### src/rtl/weights_serial_loader_pkg.sv
// -----------------------------------------------------------------------------
// weights_loader_pkg
// Shared types and constants for the weights serial loader slice.
//   loader_state_e : loader FSM states (IDLE, LOAD, DONE)
//   BYTE_BITS      : width of one deserialized weight byte
//   BIT_CNT_BITS   : width of the in-byte bit counter
// -----------------------------------------------------------------------------
package weights_loader_pkg;

    typedef enum logic [1:0] {
        IDLE = 2'd0,
        LOAD = 2'd1,
        DONE = 2'd2
    } loader_state_e;

    localparam int BYTE_BITS    = 8;
    localparam int BIT_CNT_BITS = $clog2(BYTE_BITS);

endpackage

### src/rtl/weights_serial_loader_if.sv
// -----------------------------------------------------------------------------
// weights_serial_loader_if
// Bundles the loader's command, serial handshake and RAM-stage bus signals.
//   start        : one-cycle load request          (master -> slave)
//   serial_valid : serial bit valid                (master -> slave)
//   serial_data  : serial bit, MSB first           (master -> slave)
//   serial_ready : loader accepts the bit          (slave -> master)
//   shift_reg    : byte bus sampled by RAM stage   (slave -> master)
//   slot_addr    : mirror of RAM stage address     (slave -> master)
//   busy / done  : FSM in LOAD / DONE              (slave -> master)
//   underrun     : sticky slot-without-byte flag   (slave -> master)
// -----------------------------------------------------------------------------
interface weights_serial_loader_if #(
    parameter int ADDR_BITS = 3
);
    import weights_loader_pkg::*;

    logic                 start;
    logic                 serial_valid;
    logic                 serial_data;
    logic                 serial_ready;
    logic [BYTE_BITS-1:0] shift_reg;
    logic [ADDR_BITS-1:0] slot_addr;
    logic                 busy;
    logic                 done;
    logic                 underrun;

    modport master (
        output start, serial_valid, serial_data,
        input  serial_ready, shift_reg, slot_addr, busy, done, underrun
    );

    modport slave (
        input  start, serial_valid, serial_data,
        output serial_ready, shift_reg, slot_addr, busy, done, underrun
    );

endinterface

### src/rtl/weights_serial_loader_assembler.sv
// -----------------------------------------------------------------------------
// serial_byte_assembler
// MSB-first serial-to-parallel shifter with an in-byte bit counter.
//   clk, rst  : clock, synchronous active-high reset (discards partial byte)
//   shift_en  : a bit transfers this cycle
//   bit_in    : the transferring bit
//   bit_cnt   : number of bits already held for the current byte
//   byte_done : the 8th bit of a byte transfers this cycle
//   byte_out  : the completed byte, valid while byte_done is high
// -----------------------------------------------------------------------------
module serial_byte_assembler
    import weights_loader_pkg::*;
(
    input  logic                    clk,
    input  logic                    rst,
    input  logic                    shift_en,
    input  logic                    bit_in,
    output logic [BIT_CNT_BITS-1:0] bit_cnt,
    output logic                    byte_done,
    output logic [BYTE_BITS-1:0]    byte_out
);

    localparam logic [BIT_CNT_BITS-1:0] BIT_LAST = {BIT_CNT_BITS{1'b1}};
    localparam logic [BIT_CNT_BITS-1:0] BIT_ONE  = BIT_CNT_BITS'(1);

    // Only the seven most recent bits need storing: the eighth is taken
    // straight from bit_in when the byte completes.
    logic [BYTE_BITS-2:0]    asm_r;
    logic [BIT_CNT_BITS-1:0] bit_cnt_r;

    // Shift in accepted bits; the counter wraps from 7 to 0 by width.
    always_ff @(posedge clk) begin
        if (rst) begin
            asm_r     <= {(BYTE_BITS-1){1'b0}};
            bit_cnt_r <= {BIT_CNT_BITS{1'b0}};
        end else if (shift_en) begin
            asm_r     <= {asm_r[BYTE_BITS-3:0], bit_in};
            bit_cnt_r <= bit_cnt_r + BIT_ONE;
        end else begin
            asm_r     <= asm_r;
            bit_cnt_r <= bit_cnt_r;
        end
    end

    assign bit_cnt   = bit_cnt_r;
    assign byte_done = shift_en && (bit_cnt_r == BIT_LAST);
    assign byte_out  = {asm_r, bit_in};

endmodule

### src/rtl/weights_serial_loader.sv
// -----------------------------------------------------------------------------
// weights_serial_loader
// Feeds the weights RAM write stage: deserializes an MSB-first bit stream,
// buffers one completed byte, and presents bytes on shift_reg aligned to
// slots of 2**COUNTER_BITS cycles that track the RAM stage address counter.
// Loads RAM_DEPTH bytes per start.
//   clk  : single clock
//   rst  : synchronous active-high reset
//   bus  : weights_serial_loader_if.slave (start, serial handshake,
//          shift_reg, slot_addr, busy, done, underrun)
// -----------------------------------------------------------------------------
module weights_serial_loader
    import weights_loader_pkg::*;
#(
    parameter int RAM_DEPTH    = 8,
    parameter int COUNTER_BITS = 3
) (
    input  logic                    clk,
    input  logic                    rst,
    weights_serial_loader_if.slave  bus
);

    localparam int ADDR_BITS = $clog2(RAM_DEPTH);
    localparam int CNT_BITS  = $clog2(RAM_DEPTH + 1);

    localparam logic [COUNTER_BITS-1:0] SLOT_LAST = {COUNTER_BITS{1'b1}};
    localparam logic [COUNTER_BITS-1:0] SLOT_ONE  = COUNTER_BITS'(1);
    localparam logic [ADDR_BITS-1:0]    ADDR_ONE  = ADDR_BITS'(1);
    localparam logic [CNT_BITS-1:0]     DEPTH_CNT = CNT_BITS'(RAM_DEPTH);
    localparam logic [CNT_BITS-1:0]     CNT_ONE   = CNT_BITS'(1);
    localparam logic [CNT_BITS-1:0]     CNT_ZERO  = {CNT_BITS{1'b0}};
    localparam logic [BIT_CNT_BITS-1:0] BIT_LAST  = {BIT_CNT_BITS{1'b1}};

    loader_state_e           state_r;
    logic [COUNTER_BITS-1:0] slot_cnt_r;
    logic [ADDR_BITS-1:0]    slot_addr_r;
    logic [BYTE_BITS-1:0]    shift_reg_r;
    logic [BYTE_BITS-1:0]    pending_r;
    logic                    pending_full_r;
    logic [CNT_BITS-1:0]     bytes_accepted_r;
    logic [CNT_BITS-1:0]     bytes_loaded_r;
    logic                    busy_r;
    logic                    done_r;
    logic                    underrun_r;

    logic                    boundary_s;
    logic                    ready_s;
    logic                    xfer_s;
    logic [BIT_CNT_BITS-1:0] bit_cnt_s;
    logic                    byte_done_s;
    logic [BYTE_BITS-1:0]    byte_s;

    assign boundary_s = (slot_cnt_r == SLOT_LAST);
    assign xfer_s     = bus.serial_valid && ready_s;

    serial_byte_assembler u_asm (
        .clk       (clk),
        .rst       (rst),
        .shift_en  (xfer_s),
        .bit_in    (bus.serial_data),
        .bit_cnt   (bit_cnt_s),
        .byte_done (byte_done_s),
        .byte_out  (byte_s)
    );

    // Ready is a pure decode of registered state. The last bit of a byte is
    // held off while pending is still occupied, so a completed byte never
    // overwrites one the RAM stage has not yet received.
    always_comb begin
        ready_s = 1'b0;
        if ((state_r == LOAD) && (bytes_accepted_r < DEPTH_CNT) &&
            !(pending_full_r && (bit_cnt_s == BIT_LAST))) begin
            ready_s = 1'b1;
        end else begin
            ready_s = 1'b0;
        end
    end

    // Free-running slot counter and address mirror, running in every state
    // so they stay in lockstep with the RAM stage.
    always_ff @(posedge clk) begin
        if (rst) begin
            slot_cnt_r  <= {COUNTER_BITS{1'b0}};
            slot_addr_r <= {ADDR_BITS{1'b0}};
        end else begin
            slot_cnt_r <= slot_cnt_r + SLOT_ONE;
            if (boundary_s) begin
                slot_addr_r <= slot_addr_r + ADDR_ONE;
            end else begin
                slot_addr_r <= slot_addr_r;
            end
        end
    end

    // Loader FSM with pending buffer, byte counters and registered outputs.
    always_ff @(posedge clk) begin
        if (rst) begin
            state_r          <= IDLE;
            shift_reg_r      <= {BYTE_BITS{1'b0}};
            pending_r        <= {BYTE_BITS{1'b0}};
            pending_full_r   <= 1'b0;
            bytes_accepted_r <= CNT_ZERO;
            bytes_loaded_r   <= CNT_ZERO;
            busy_r           <= 1'b0;
            done_r           <= 1'b0;
            underrun_r       <= 1'b0;
        end else begin
            case (state_r)
                IDLE, DONE: begin
                    if (bus.start) begin
                        state_r          <= LOAD;
                        busy_r           <= 1'b1;
                        done_r           <= 1'b0;
                        underrun_r       <= 1'b0;
                        bytes_accepted_r <= CNT_ZERO;
                        bytes_loaded_r   <= CNT_ZERO;
                    end else begin
                        state_r <= state_r;
                    end
                end
                LOAD: begin
                    if (byte_done_s) begin
                        pending_r        <= byte_s;
                        bytes_accepted_r <= bytes_accepted_r + CNT_ONE;
                    end else begin
                        pending_r <= pending_r;
                    end
                    if (boundary_s && pending_full_r) begin
                        // Hand the buffered byte to the RAM stage; a byte
                        // completing on this edge refills pending.
                        shift_reg_r    <= pending_r;
                        bytes_loaded_r <= bytes_loaded_r + CNT_ONE;
                        pending_full_r <= byte_done_s;
                        if (bytes_loaded_r == (DEPTH_CNT - CNT_ONE)) begin
                            state_r <= DONE;
                            busy_r  <= 1'b0;
                            done_r  <= 1'b1;
                        end else begin
                            state_r <= LOAD;
                        end
                    end else begin
                        if (byte_done_s) begin
                            pending_full_r <= 1'b1;
                        end else begin
                            pending_full_r <= pending_full_r;
                        end
                        // An empty slot only counts as an underrun once the
                        // stream has started delivering bytes.
                        if (boundary_s && (bytes_loaded_r != CNT_ZERO)) begin
                            underrun_r <= 1'b1;
                        end else begin
                            underrun_r <= underrun_r;
                        end
                    end
                end
                default: begin
                    state_r <= IDLE;
                    busy_r  <= 1'b0;
                    done_r  <= 1'b0;
                end
            endcase
        end
    end

    assign bus.serial_ready = ready_s;
    assign bus.shift_reg    = shift_reg_r;
    assign bus.slot_addr    = slot_addr_r;
    assign bus.busy         = busy_r;
    assign bus.done         = done_r;
    assign bus.underrun     = underrun_r;

endmodule

### src/flat_wrapper.sv
// flat-port wrapper written by rule: the top's interface ports become plain ports
module weights_serial_loader_flat import weights_loader_pkg::*;
#(
    parameter int RAM_DEPTH    = 8,
    parameter int COUNTER_BITS = 3
)
  (clk, rst, bus_start, bus_serial_valid, bus_serial_data, bus_serial_ready, bus_shift_reg, bus_slot_addr, bus_busy, bus_done, bus_underrun);
  weights_serial_loader_if #(.ADDR_BITS(3)) bus_i ();
  input  logic clk;
  input  logic rst;
  input wire logic [$bits(bus_i.start)-1:0] bus_start;
  input wire logic [$bits(bus_i.serial_valid)-1:0] bus_serial_valid;
  input wire logic [$bits(bus_i.serial_data)-1:0] bus_serial_data;
  output wire logic [$bits(bus_i.serial_ready)-1:0] bus_serial_ready;
  output wire logic [$bits(bus_i.shift_reg)-1:0] bus_shift_reg;
  output wire logic [$bits(bus_i.slot_addr)-1:0] bus_slot_addr;
  output wire logic [$bits(bus_i.busy)-1:0] bus_busy;
  output wire logic [$bits(bus_i.done)-1:0] bus_done;
  output wire logic [$bits(bus_i.underrun)-1:0] bus_underrun;
  assign bus_i.start = bus_start;
  assign bus_i.serial_valid = bus_serial_valid;
  assign bus_i.serial_data = bus_serial_data;
  assign bus_serial_ready = bus_i.serial_ready;
  assign bus_shift_reg = bus_i.shift_reg;
  assign bus_slot_addr = bus_i.slot_addr;
  assign bus_busy = bus_i.busy;
  assign bus_done = bus_i.done;
  assign bus_underrun = bus_i.underrun;
  weights_serial_loader #(.RAM_DEPTH(RAM_DEPTH), .COUNTER_BITS(COUNTER_BITS)) u_core (.clk(clk), .rst(rst), .bus(bus_i));
endmodule
### config.mk
export PLATFORM = sky130hd
export DESIGN_NAME = weights_serial_loader_flat
export DESIGN_NICKNAME = d
export VERILOG_FILES = /design/src/rtl/weights_serial_loader_pkg.sv /design/src/rtl/weights_serial_loader_if.sv /design/src/rtl/weights_serial_loader_assembler.sv /design/src/rtl/weights_serial_loader.sv /design/src/flat_wrapper.sv
export SDC_FILE = /design/constraint.sdc
export NUM_CORES = 1
export LEC_CHECK = 0
export ABC_CLOCK_PERIOD_IN_PS = 4700
export BUFFER_PORTS_ARGS = -buffer_cell sky130_fd_sc_hd__clkbuf_2
export CAP_MARGIN = 20
export CORE_MARGIN = 1.5
export CORE_UTILIZATION = 50
export CTS_BUF_LIST = sky130_fd_sc_hd__clkbuf_2
export CTS_CLUSTER_SIZE = 12
export DETAILED_ROUTE_END_ITERATION = 12
export PLACE_DENSITY_LB_ADDON = 0.2
export SYNTH_ARGS = -nofsm -noshare
export SYNTH_HDL_FRONTEND = slang
export SYNTH_SLANG_ARGS = --single-unit
export TNS_END_PERCENT = 20
### constraint.sdc
create_clock -name clk -period 4.7 [get_ports clk]
set_input_delay 0.47 -clock clk [delete_from_list [all_inputs] [get_ports clk]]
set_output_delay 0.47 -clock clk [all_outputs]
set_load 0.03 [all_outputs]
== After elaboration in Yosys (flattened, before gate mapping) ==
Index checks and enable logic that the tools add are counted.
Widths: inputs -> output; s select.

* Multipliers: 0
* Multiplexer cells: 23
* Bitwise gates (word level): 0
* Eq/ne operators: 11
* Shifts and indexed selects: 0
* Magnitude comparators: 1
* Div/mod/pow operators: 0
* Reductions and logical operators: 21
* Add/sub/neg operators: 5

{| class="wikitable"
|+ Operator list
! kind !! count
|-
| $pmux 4 s2 || 2
|-
| $mux 4 || 3
|-
| $mux 1 || 11
|-
| $ne 2x2->1 const B || 5
|-
| $add 3x1->3 const B || 3
|-
| $reduce_and 3->1 || 3
|-
| $add 4x1->4 const B || 2
|-
| $reduce_and 2->1 || 4
|-
| $logic_and 1x1->1 || 7
|-
| $eq 3x3->1 const B || 2
|-
| $mux 2 || 3
|-
| $pmux 1 s2 || 3
|-
| $eq 4x3->1 const B || 1
|-
| $lt 4x4->1 const B || 1
|-
| $pmux 2 s2 || 1
|-
| $reduce_and 4->1 || 1
|-
| $reduce_bool 2->1 || 2
|-
| $reduce_bool 4->1 || 1
|-
| $eq 2x1->1 const B || 1
|-
| $eq 2x2->1 const B || 1
|-
| $logic_not 2->1 || 1
|-
| $ne 2x1->1 const B || 1
|-
| $reduce_or 2->1 || 1
|-
| $logic_not 1->1 || 1
|}

* Bits in writable memories: 0
* Memories kept: 0
* Register bits after elaboration: 46
* Word-level logic and storage cells: 74
* Input bits: 5
* ROM bits: 0
* Output and inout bits: 15
* Latch bits: 0

== Longest topological paths before layout ==
Gate-level depths: netlist (run 1).

* Depth after elaboration: 9
* Gate-level depth with buffers: 7
* Gate-level depth less buffers: 5

== Modules after synthesis ==
A second synthesis (run 1) with hierarchy kept.

* Cell total of the unflattened synthesis: 205
* Area total of the unflattened synthesis: 1,878.1 µm²

{| class="wikitable"
|+ By module, submodules not included
! module !! seq. area each (µm²) !! instances !! area an instance (µm²) !! cells each
|-
| weights_serial_loader || 720.7 || 1 || 1,486.4 || 169
|-
| serial_byte_assembler || 200.2 || 1 || 391.6 || 36
|}

== Worst setup path before layout (run 1) ==
No wires, ideal clock.

* Path type: reg-to-output
* Start point: reg u_core.state_r[0]
* End point: out bus_serial_ready
* Data required time: 4.230 ns
* Arrival: 1.433 ns
* Path buffers: 1
* Stages on the path, launching flop included: 4
* Path slack: 2.797 ns
* Cells stage by stage: dfxtp_1 > buf_4 > nor3b_2 > a21boi_0

* Word-level cells in the longest chain between the ends: 4

{| class="wikitable"
|+ Ends and longest elaborated chain
! element !! RTL line !! source
|-
| start: declaration || weights_serial_loader.sv:34 || <nowiki>loader_state_e state_r;</nowiki>
|-
| start signal: assignment || weights_serial_loader.sv:118 || <nowiki>state_r <= state_r;</nowiki>
|-
| $eq 2x1->1 || weights_serial_loader.sv:71 || <nowiki>if ((state_r == LOAD) && (bytes_accepted_r < DEPTH_CNT) &&</nowiki>
|-
| $logic_and 1x1->1 (2 in a row) || weights_serial_loader.sv:71 ||
|-
| $mux 1 || weights_serial_loader.sv:71 ||
|-
| end: declaration || flat_wrapper.sv:14 || <nowiki>output wire logic [$bits(bus_i.serial_ready)-1:0] bus_serial_ready;</nowiki>
|}

No other way between the ends.

== Worst setup path in the final report (run 1) ==
Ends and elaborated chain as after synthesis.

==> results.sh, run 1 <==
export IMPL_status="complete, no violations"
export IMPL_ys_ff_latch=46
export IMPL_rsz0062_at_grt="false"
export IMPL_swShare=0.255
export IMPL_synth_cell_types=40
export IMPL_clock_path_buffers=2
export IMPL_io_pins=20
export IMPL_worst_path_buf_inv=1
export IMPL_drv_slew=0
export IMPL_hold_path_class="in -> reg"
export IMPL_grt_usage=0.182
export IMPL_stdcell_area_um2=2070
export IMPL_p_comb_frac=0.066
export IMPL_drive_above_1_share=0.161
export IMPL_routed_wl_mm=3.46
export IMPL_die_y_um=65.2
export IMPL_layout_cells_non_filler=266
export IMPL_cp_top_family="flip-flops"
export IMPL_h_tree_depth=2
export IMPL_startpoint_type="flip-flop"
export IMPL_max_freq_mhz=421
export IMPL_num_antenna_cells=0
export IMPL_fp_dieW_um=65.2
export IMPL_worstPathArrival_ns=1.90
export IMPL_p_switching_uw=153
export IMPL_rows=22
export IMPL_num_vias=1405
export IMPL_crit_type="reg -> out"
export IMPL_avgSynthCellArea_um2=9.62
export IMPL_finalWeightedCongestion=0.799
export IMPL_hold_slack_ns=0.290
export IMPL_cp_max_fo=11
export IMPL_clk_pin_slew_ns=0.22
export IMPL_clockPowerShare=0.263
export IMPL_synth_edf_count=0
export IMPL_power_density_nw_per_um2=289
export IMPL_tightest_slew_ns=0.703
export IMPL_clock_latency_ns=0.42
export IMPL_ant_nets=0
export IMPL_finalSetupViolCount=0
export IMPL_syn_num_nets=214
export IMPL_dp_hpwl_mm=2.50
export IMPL_start_util=0.524
export IMPL_portBuffers=19
export IMPL_root_buffer="clkbuf_2"
export IMPL_ctsHoldBuffers=0
export IMPL_drt_iter0_drc=53
export IMPL_dp_cells=257
export IMPL_cts_resized=0
export IMPL_syn_to_final_growth_pct=7.25
export IMPL_multi_input_area_um2=930
export IMPL_post_cts_buffers=0
export IMPL_path_cells="nor3b_2 > a21boi_0 > clkbuf_2"
export IMPL_grt_ovfl_total=0
export IMPL_grt_pass1_wl_mm=5.84
export IMPL_via_per_inst=5.28
export IMPL_drc=0
export IMPL_yosysSeqAreaShare=0.476
export IMPL_drv_cap=0
export IMPL_grt_antenna_before_repair=0
export IMPL_max_stage_delay_ns=0.60
export IMPL_first_pass_iters=4
export IMPL_cts_sinks=46
export IMPL_async_flop_share=0
export IMPL_internal_power_uw=446
export IMPL_synth_area_um2=1930
export IMPL_hold_violations=0
export IMPL_pwr_share_seq=0.671
export IMPL_grt_max_degree=27
export IMPL_n_fill_cell=353
export IMPL_yosysWarnings=0
export IMPL_placed_cell_area_um2=2020
export IMPL_synthFlopType="dfxtp_1"
export IMPL_ir_worst_vdd_v=0.000128
export IMPL_finish_utilization=0.562
export IMPL_tritoncts="done"
export IMPL_endpoint_kind="primary output"
export IMPL_core_um2=3690
export IMPL_slew_headroom=0.531
export IMPL_critPathSlowestCell="dfxtp_1"
export IMPL_period_needed_ns=2.37
export IMPL_final_seq_area_um2=921
export IMPL_fin_crit_sh=0.505
export IMPL_p_leak_nw=0.839
export IMPL_synthCells=201
export IMPL_fin_tns_setup_ns=0
export IMPL_post_drt_wl_per_cell_um=13.0
export IMPL_cts_made_buffers=5
export IMPL_skew_ns=0.0159
export IMPL_die_area_um2=4250
export IMPL_nets=230
export IMPL_grt_pass1_vias=1361
export IMPL_cp_required_ns=4.23
final cells by class:
| cell class | instances | share of cell area |
|---|---|---|
| Clock buffer | 5 | 0.0121 |
| Multi-Input combinational cell | 139 | 0.448 |
| Inverter | 5 | 0.00905 |
| Tap cell | 48 | 0.0290 |
| Sequential cell | 46 | 0.444 |
| Timing Repair Buffer | 20 | 0.0495 |
| Clock inverter | 3 | 0.00785 |
worst reg2reg max path: cells and delay by family (launching register included):
family	cells	cell delay (ns)
DFF	1	0.40
adders and majority gates	2	0.35
and+or+nand+nor	2	0.89
muxes	1	0.35
path summary, 6_finish.rpt:
check                                              from                          to  slack, ns  cells after the start
worst min-delay path                    bus_serial_data         u_core.pending_r[0]       0.29                      3
worst min register to register     u_core.slot_cnt_r[0]        u_core.slot_cnt_r[0]       0.44                      1
worst max-delay path                  u_core.state_r[0]            bus_serial_ready       2.33                      3
worst max register to register  u_core.u_asm.bit_cnt[0]  u_core.bytes_accepted_r[0]       2.64                      5
through the flow:
| stage | total power [mW] | setup slack, ns |
|---|---|---|
| 2_1_floorplan | 0.441 | 2.80 |
| 3_3_place_gp | 0.447 | 2.66 |
| 3_5_place_dp | 0.448 | 2.59 |
| 4_1_cts | 0.606 | 2.33 |
| 5_1_grt | 0.627 | 2.22 |
| 6_report | 0.599 | 2.33 |
power groups by stage:
stage               Combinational [mW]  Sequential (mW)  Clock, mW
floorplan                       0.0322            0.409          0
global placement                0.0377            0.409          0
detailed placement              0.0389            0.409          0
CTS                             0.0390            0.402      0.166
global route                    0.0432            0.403      0.180
finish                          0.0395            0.402      0.158
layer usage:
metal  wire length, um  vias to the layer above  track usage
li1                  -                      714            -
met1              1610                      657        0.215
met2              1650                       27        0.302
met3               143                        7       0.0582
met4                61                        0       0.0781
met5                 0                        -            0
synth_stat cells (3+ instances only):
cell / number / area [um2]
nand2_1: 44 / 165
buf_2: 3 / 15.0
or3_1: 3 / 18.8
mux2i_1: 19 / 190
nand3_1: 5 / 25.0
inv_1: 5 / 18.8
clkbuf_1: 5 / 18.8
ha_1: 8 / 100
nor2b_1: 5 / 31.3
dfxtp_1: 46 / 921
a21oi_1: 14 / 70.1
nor2_1: 8 / 30.0
layout by cell type, fill, tap and decap left out, types with 2 or more instances in the layout:
cell        n
a21oi_2     2
dfxtp_1    46
clkbuf_2   24
mux2i_1    19
nand2_1    44
a21boi_1    2
nor2b_1     5
inv_1       5
nand3_1     5
clkinv_1    2
a21oi_1    14
nand4bb_1   2
o21ai_0     2
nor2_1      8
and3_1      2
ha_1        8
mux2_4      2
or3_1       3
nand4_1     2
logic make-up (layout without fill, tap and decap cells):
logic type | count (synthesis) | after routing | share of synthesized area
simple gates | 81 | 81 | 0.218
flops | 46 | 46 | 0.476
compound gates | 26 | 26 | 0.0822
mux | 22 | 22 | 0.120
buf+inv | 16 | 33 | 0.0427
fa+ha+maj | 8 | 8 | 0.0518
xor+xnor | 2 | 2 | 0.00906
Power figures use the tool's default switching activity.
==> run 2: changes to the inputs <==
- ABC_CLOCK_PERIOD_IN_PS: 4700 -> 2500
- clock period: 4.7 -> 2.5 ns (I/O delays scaled with it)
==> run 2 against run 1 <==
Compared with the run above: core utilization grew 1.2 points; largest cell class unchanged; critical path depth is the same; via count grew 0.14%; combinational power grew 90%; sequential cell count is the same; non-clock buffer count grew 2.
==> results.sh, run 2 (same netlist as run 1, synthesis figures left out) <==
export IMPL_clock_path_buffers=2
export IMPL_drt_iter0_drc=41
export IMPL_ctsHoldBuffers=0
export IMPL_grt_usage=0.184
export IMPL_syn_to_final_growth_pct=9.45
export IMPL_endpoint_kind="primary output"
export IMPL_p_leak_nw=0.865
export IMPL_drc=0
export IMPL_cts_resized=0
export IMPL_post_cts_buffers=0
export IMPL_hold_violations=0
export IMPL_rsz0062_at_grt="false"
export IMPL_first_pass_iters=4
export IMPL_cp_required_ns=2.25
export IMPL_worstPathArrival_ns=1.76
export IMPL_start_util=0.524
export IMPL_cp_max_fo=11
export IMPL_die_area_um2=4250
export IMPL_ant_nets=0
export IMPL_internal_power_uw=947
export IMPL_status="complete, no violations"
export IMPL_period_needed_ns=2.01
export IMPL_rr_worst_depth=5
export IMPL_fin_tns_setup_ns=0
export IMPL_die_y_um=65.2
export IMPL_grt_antenna_before_repair=0
export IMPL_tritoncts="done"
export IMPL_clockPowerShare=0.326
export IMPL_io_pins=20
export IMPL_grt_ovfl_total=0
export IMPL_routed_wl_mm=3.47
export IMPL_fp_dieW_um=65.2
export IMPL_rows=22
export IMPL_drv_slew=0
export IMPL_cts_sinks=46
export IMPL_crit_type="reg -> out"
export IMPL_max_freq_mhz=498
export IMPL_grt_pass1_wl_mm=6.12
export IMPL_fin_crit_sh=0.804
export IMPL_clock_latency_ns=0.40
export IMPL_p_switching_uw=286
export IMPL_core_um2=3690
export IMPL_startpoint_type="flip-flop"
export IMPL_layout_commonest_cell="dfxtp_1"
export IMPL_nets=232
export IMPL_root_buffer="clkbuf_2"
export IMPL_slew_headroom=0.550
export IMPL_h_tree_depth=2
export IMPL_worst_hold_path_num_cells=3
export IMPL_power_density_nw_per_um2=583
export IMPL_finalWeightedCongestion=0.787
export IMPL_ir_worst_vdd_v=0.000332
export IMPL_via_per_inst=5.25
export IMPL_drv_cap=0
export IMPL_p_comb_frac=0.061
export IMPL_pwr_share_seq=0.613
export IMPL_drive_above_1_share=0.177
export IMPL_num_antenna_cells=0
export IMPL_num_vias=1407
export IMPL_finalSetupViolCount=0
export IMPL_mostFrequentLayoutCells="46 x dfxtp_1, 44 x nand2_1, 24 x clkbuf_2"
export IMPL_tightest_slew_ns=0.674
export IMPL_layout_cells_non_filler=268
export IMPL_skew_ns=0.0115
export IMPL_portBuffers=19
export IMPL_dp_hpwl_mm=2.57
export IMPL_grt_pass1_vias=1435
export IMPL_grt_max_degree=26
export IMPL_hold_path_class="in -> reg"
export IMPL_swShare=0.232
export IMPL_post_drt_wl_per_cell_um=12.9
export IMPL_cts_made_buffers=5
export IMPL_dp_cells=260
export IMPL_clk_pin_slew_ns=0.22
run 2: final timing paths:
| check | endpoint | start | slack [ns] |
|---|---|---|---|
| worst min register to register | u_core.slot_cnt_r[0] | u_core.slot_cnt_r[0] | 0.44 |
| worst min-delay path | u_core.pending_r[0] | bus_serial_data | 0.09 |
| worst max-delay path | bus_serial_ready | u_core.state_r[0] | 0.49 |
| worst max register to register | u_core.bytes_loaded_r[2] | u_core.slot_cnt_r[0] | 0.71 |
run 2: power by group through the flow:
stage          clock network, mW  registers, mW  logic [mW]
6_report                   0.401          0.756      0.0752
5_1_grt                    0.445          0.759      0.0819
4_1_cts                    0.419          0.756      0.0759
3_5_place_dp                   0          0.770      0.0753
3_3_place_gp                   0          0.769      0.0731
2_1_floorplan                  0          0.768      0.0605
run 2: layer usage:
| layer | GRT usage | wire length, um | vias to the layer above |
|---|---|---|---|
| li1 | - | - | 716 |
| met1 | 0.218 | 1580 | 654 |
| met2 | 0.314 | 1700 | 30 |
| met3 | 0.0462 | 135 | 7 |
| met4 | 0.0833 | 58 | 0 |
| met5 | 0 | 0 | - |
run 2: worst max-delay path, cell delays in order, from the launching register on:
cell	delay (ns)
dfxtp_1	0.60
nor3b_2	0.31
a21boi_0	0.22
clkbuf_2	0.23
run 2: cell type report:
type | instances | area, um2
clock buffers | 5 | 25.0
fillers | 342 | 1570
multi-input cells | 139 | 930
flip-flops and latches | 46 | 921
well taps | 48 | 60.1
clock inverters | 3 | 43.8
inverters | 5 | 18.8
repair buffers | 22 | 118
run 2: per-stage QoR:
step	total power, mW	area, um2	hold WS, ns	setup slack (ns)	utilization
2_1_floorplan	0.829	1930	0.399	0.817	-
3_3_place_gp	0.842	2050	0.406	0.844	0.555
3_5_place_dp	0.845	2050	0.422	0.787	0.555
4_1_cts	1.25	2120	0.0720	0.433	0.574
5_1_grt	1.29	2120	0.0750	0.362	0.574
6_report	1.23	2120	0.0896	0.491	0.574
==> run 3: changes to the inputs <==
- ABC_AREA: unset -> 1
- ABC_CLOCK_PERIOD_IN_PS: 2500 -> 1800
- clock period: 2.5 -> 1.8 ns (I/O delays scaled with it)
==> run 3 against run 2 <==
Compared with the run above: sequential power is 40% higher; count of clock-buffer cells in the layout is 1 higher; register-to-register slack lost 0.57 ns; clock power grew 43%; sequential share of layout area down 1.1 points; area after synthesis fell by 0.13%; critical path depth is 3 higher; sequential cell count is the same; non-clock buffer count up 8; design area up 2.7%.
==> results.sh, run 3 <==
export IMPL_tritoncts="done"
export IMPL_pwr_share_seq=0.579
export IMPL_avgSynthCellArea_um2=7.94
export IMPL_drive_above_1_share=0.174
export IMPL_worst_hold_path_num_cells=3
export IMPL_finalSetupViolCount=0
export IMPL_start_util=0.523
export IMPL_ys_top_cells_by_area="dfxtp_1 48%, a21oi_1 8.0%, nor2_1 7.6%, nand2_1 7.4%, ha_1 5.2%"
export IMPL_netlist_top_cells_count="46 x dfxtp_1, 39 x nor2_1, 38 x nand2_1"
export IMPL_worst_r2r_endpoint="u_core.pending_r[7]"
export IMPL_hold_violations=0
export IMPL_cp_required_ns=1.62
export IMPL_root_buffer="clkbuf_2"
export IMPL_die_y_um=65.1
export IMPL_yosysSeqAreaShare=0.477
export IMPL_fin_ws_ns=0.102
export IMPL_grt_usage=0.193
export IMPL_drv_cap=0
export IMPL_core_um2=3690
export IMPL_max_freq_mhz=589
export IMPL_swShare=0.259
export IMPL_synth_area_leader_cell="dfxtp_1"
export IMPL_rr_worst_depth=10
export IMPL_syn_to_final_growth_pct=12.5
export IMPL_drt_iter0_drc=68
export IMPL_clockPowerShare=0.314
export IMPL_via_per_inst=4.99
export IMPL_p_comb_frac=0.107
export IMPL_cts_made_buffers=5
export IMPL_grt_antenna_before_repair=0
export IMPL_crit_type="reg -> out"
export IMPL_synthFlopType="dfxtp_1"
export IMPL_finalWeightedCongestion=0.742
export IMPL_cp_max_fo=2
export IMPL_async_flop_share=0
export IMPL_drc=0
export IMPL_grt_pass1_wl_mm=6.27
export IMPL_internal_power_mw=1.35
export IMPL_startpoint_type="flip-flop"
export IMPL_layout_commonest_cell="dfxtp_1"
export IMPL_post_drt_wl_per_cell_um=11.2
export IMPL_synth_area_um2=1930
export IMPL_clock_path_buffers=2
export IMPL_fp_dieW_um=65.1
export IMPL_synthCells=243
export IMPL_worstPathArrival_ns=1.52
export IMPL_dp_hpwl_mm=2.49
export IMPL_tightest_slew_ns=0.412
export IMPL_ir_worst_vdd_v=0.000527
export IMPL_num_antenna_cells=0
export IMPL_syn_num_nets=256
export IMPL_place_ws_ns=0.177
export IMPL_cts_sinks=46
export IMPL_skew_ns=0.0180
export IMPL_rsz0062_at_grt="false"
export IMPL_slew_headroom=0.725
export IMPL_reg2reg_from="u_core.u_asm.bit_cnt[0]"
export IMPL_grt_max_degree=30
export IMPL_grt_ovfl_total=0
export IMPL_ant_nets=0
export IMPL_grt_pass1_vias=1474
export IMPL_clock_latency_ns=0.42
export IMPL_hold_path_class="in -> reg"
export IMPL_regToRegSetupSlack_ns=0.14
export IMPL_synth_edf_count=0
export IMPL_fin_crit_sh=0.944
export IMPL_ys_ff_latch=46
export IMPL_routed_wl_mm=3.55
export IMPL_p_switching_uw=475
export IMPL_yosysWarnings=0
export IMPL_first_pass_iters=4
export IMPL_h_tree_depth=2
export IMPL_worstHoldEndpoint="u_core.slot_cnt_r[0]"
export IMPL_endpoint_kind="primary output"
export IMPL_power_density_nw_per_um2=842
export IMPL_fin_tns_setup_ns=0
export IMPL_mostFrequentLayoutCells="45 x dfxtp_1, 39 x nor2_1, 38 x nand2_1"
export IMPL_nets=282
export IMPL_num_vias=1586
export IMPL_p_leak_nw=0.886
export IMPL_io_pins=20
export IMPL_synth_most_common_cell="dfxtp_1"
export IMPL_portBuffers=19
export IMPL_clk_pin_slew_ns=0.22
export IMPL_synth_cell_types=25
export IMPL_rows=22
export IMPL_hold_start="rst"
export IMPL_period_needed_ns=1.70
export IMPL_yosysTopAreaCellShare=0.477
export IMPL_drv_slew=0
export IMPL_status="complete, no violations"
export IMPL_die_area_um2=4240
## run 3: cell families after synthesis
| family | share of synthesized area |
|---|---|
| AOI/OAI and AO/OA | 0.115 |
| xor gates and xnor gates | 0.00907 |
| adders and majority gates | 0.0518 |
| buffers and inverters | 0.0797 |
| DFF | 0.477 |
| and+or+nand+nor | 0.268 |
## run 3: how the worst max path moves through the flow
stage / from / to / slack, ns / cells past startpoint
2_1_floorplan: u_core.u_asm.bit_cnt[0] / u_core.u_asm.asm_r[0] / 0.24 / 10
3_3_place_gp: u_core.slot_cnt_r[0] / u_core.bytes_loaded_r[0] / 0.21 / 8
3_5_place_dp: u_core.u_asm.bit_cnt[0] / u_core.pending_r[5] / 0.18 / 9
4_1_cts: u_core.u_asm.bit_cnt[0] / bus_serial_ready / 0.03 / 6
5_1_grt: u_core.u_asm.bit_cnt[0] / u_core.bytes_accepted_r[3] / 0.01 / 11
6_report: u_core.u_asm.bit_cnt[0] / bus_serial_ready / 0.10 / 6
## run 3: what timing repair did
action | CTS | global route
buffers inserted | 2 | 0
pin swaps | 1 | 1
endpoints found under the setup margin | 1 | 1
hold endpoints to repair | 3 | 0
resized for setup | 4 | 1
hold buffers | 2 | 0
## run 3: final cells by class
| class | count | area [um2] |
|---|---|---|
| clock buffer | 6 | 30.0 |
| clock inverter | 2 | 37.5 |
| fill | 367 | 1520 |
| inverter | 19 | 71.3 |
| multi-input combinational | 167 | 858 |
| sequential | 46 | 922 |
| tap | 48 | 60.1 |
| timing repair buffer | 30 | 193 |
## run 3: critical path, cell delays in order (launching register included)
cell and delay (ns):
dfxtp_2 0.37, ha_1 0.19, ha_2 0.19, nand2_2 0.06, nand2_2 0.05, nor2_4 0.12
buf_8 0.13
## run 3: stage by stage
| stage | instances | instance area (um2) | hold WS (ns) | power, mW | utilization |
|---|---|---|---|---|---|
| after floorplan | 243 | 1930 | 0.344 | 1.23 | - |
| after global placement | 306 | 2060 | 0.414 | 1.26 | 0.557 |
| after detailed placement | 306 | 2060 | 0.417 | 1.26 | 0.557 |
| after CTS | 318 | 2170 | 0.185 | 1.84 | 0.589 |
| after global routing | 318 | 2170 | 0.175 | 1.92 | 0.589 |
| final | 318 | 2170 | 0.200 | 1.83 | 0.589 |
## run 3: per-layer routing
layer / global-route usage / up-vias / share of wire
li1: - / 847 / -
met1: 0.228 / 714 / 0.48
met4: 0.0625 / 0 / 0.015
met3: 0.0651 / 6 / 0.040
met2: 0.330 / 19 / 0.46
met5: 0 / - / 0
## run 3: power groups by stage
stage	Combinational [mW]	Sequential, mW	Clock (mW)
after CTS	0.195	1.06	0.590
final	0.196	1.06	0.574
after global placement	0.179	1.08	0
after floorplan	0.146	1.08	0
after detailed placement	0.179	1.08	0
after global routing	0.224	1.06	0.638
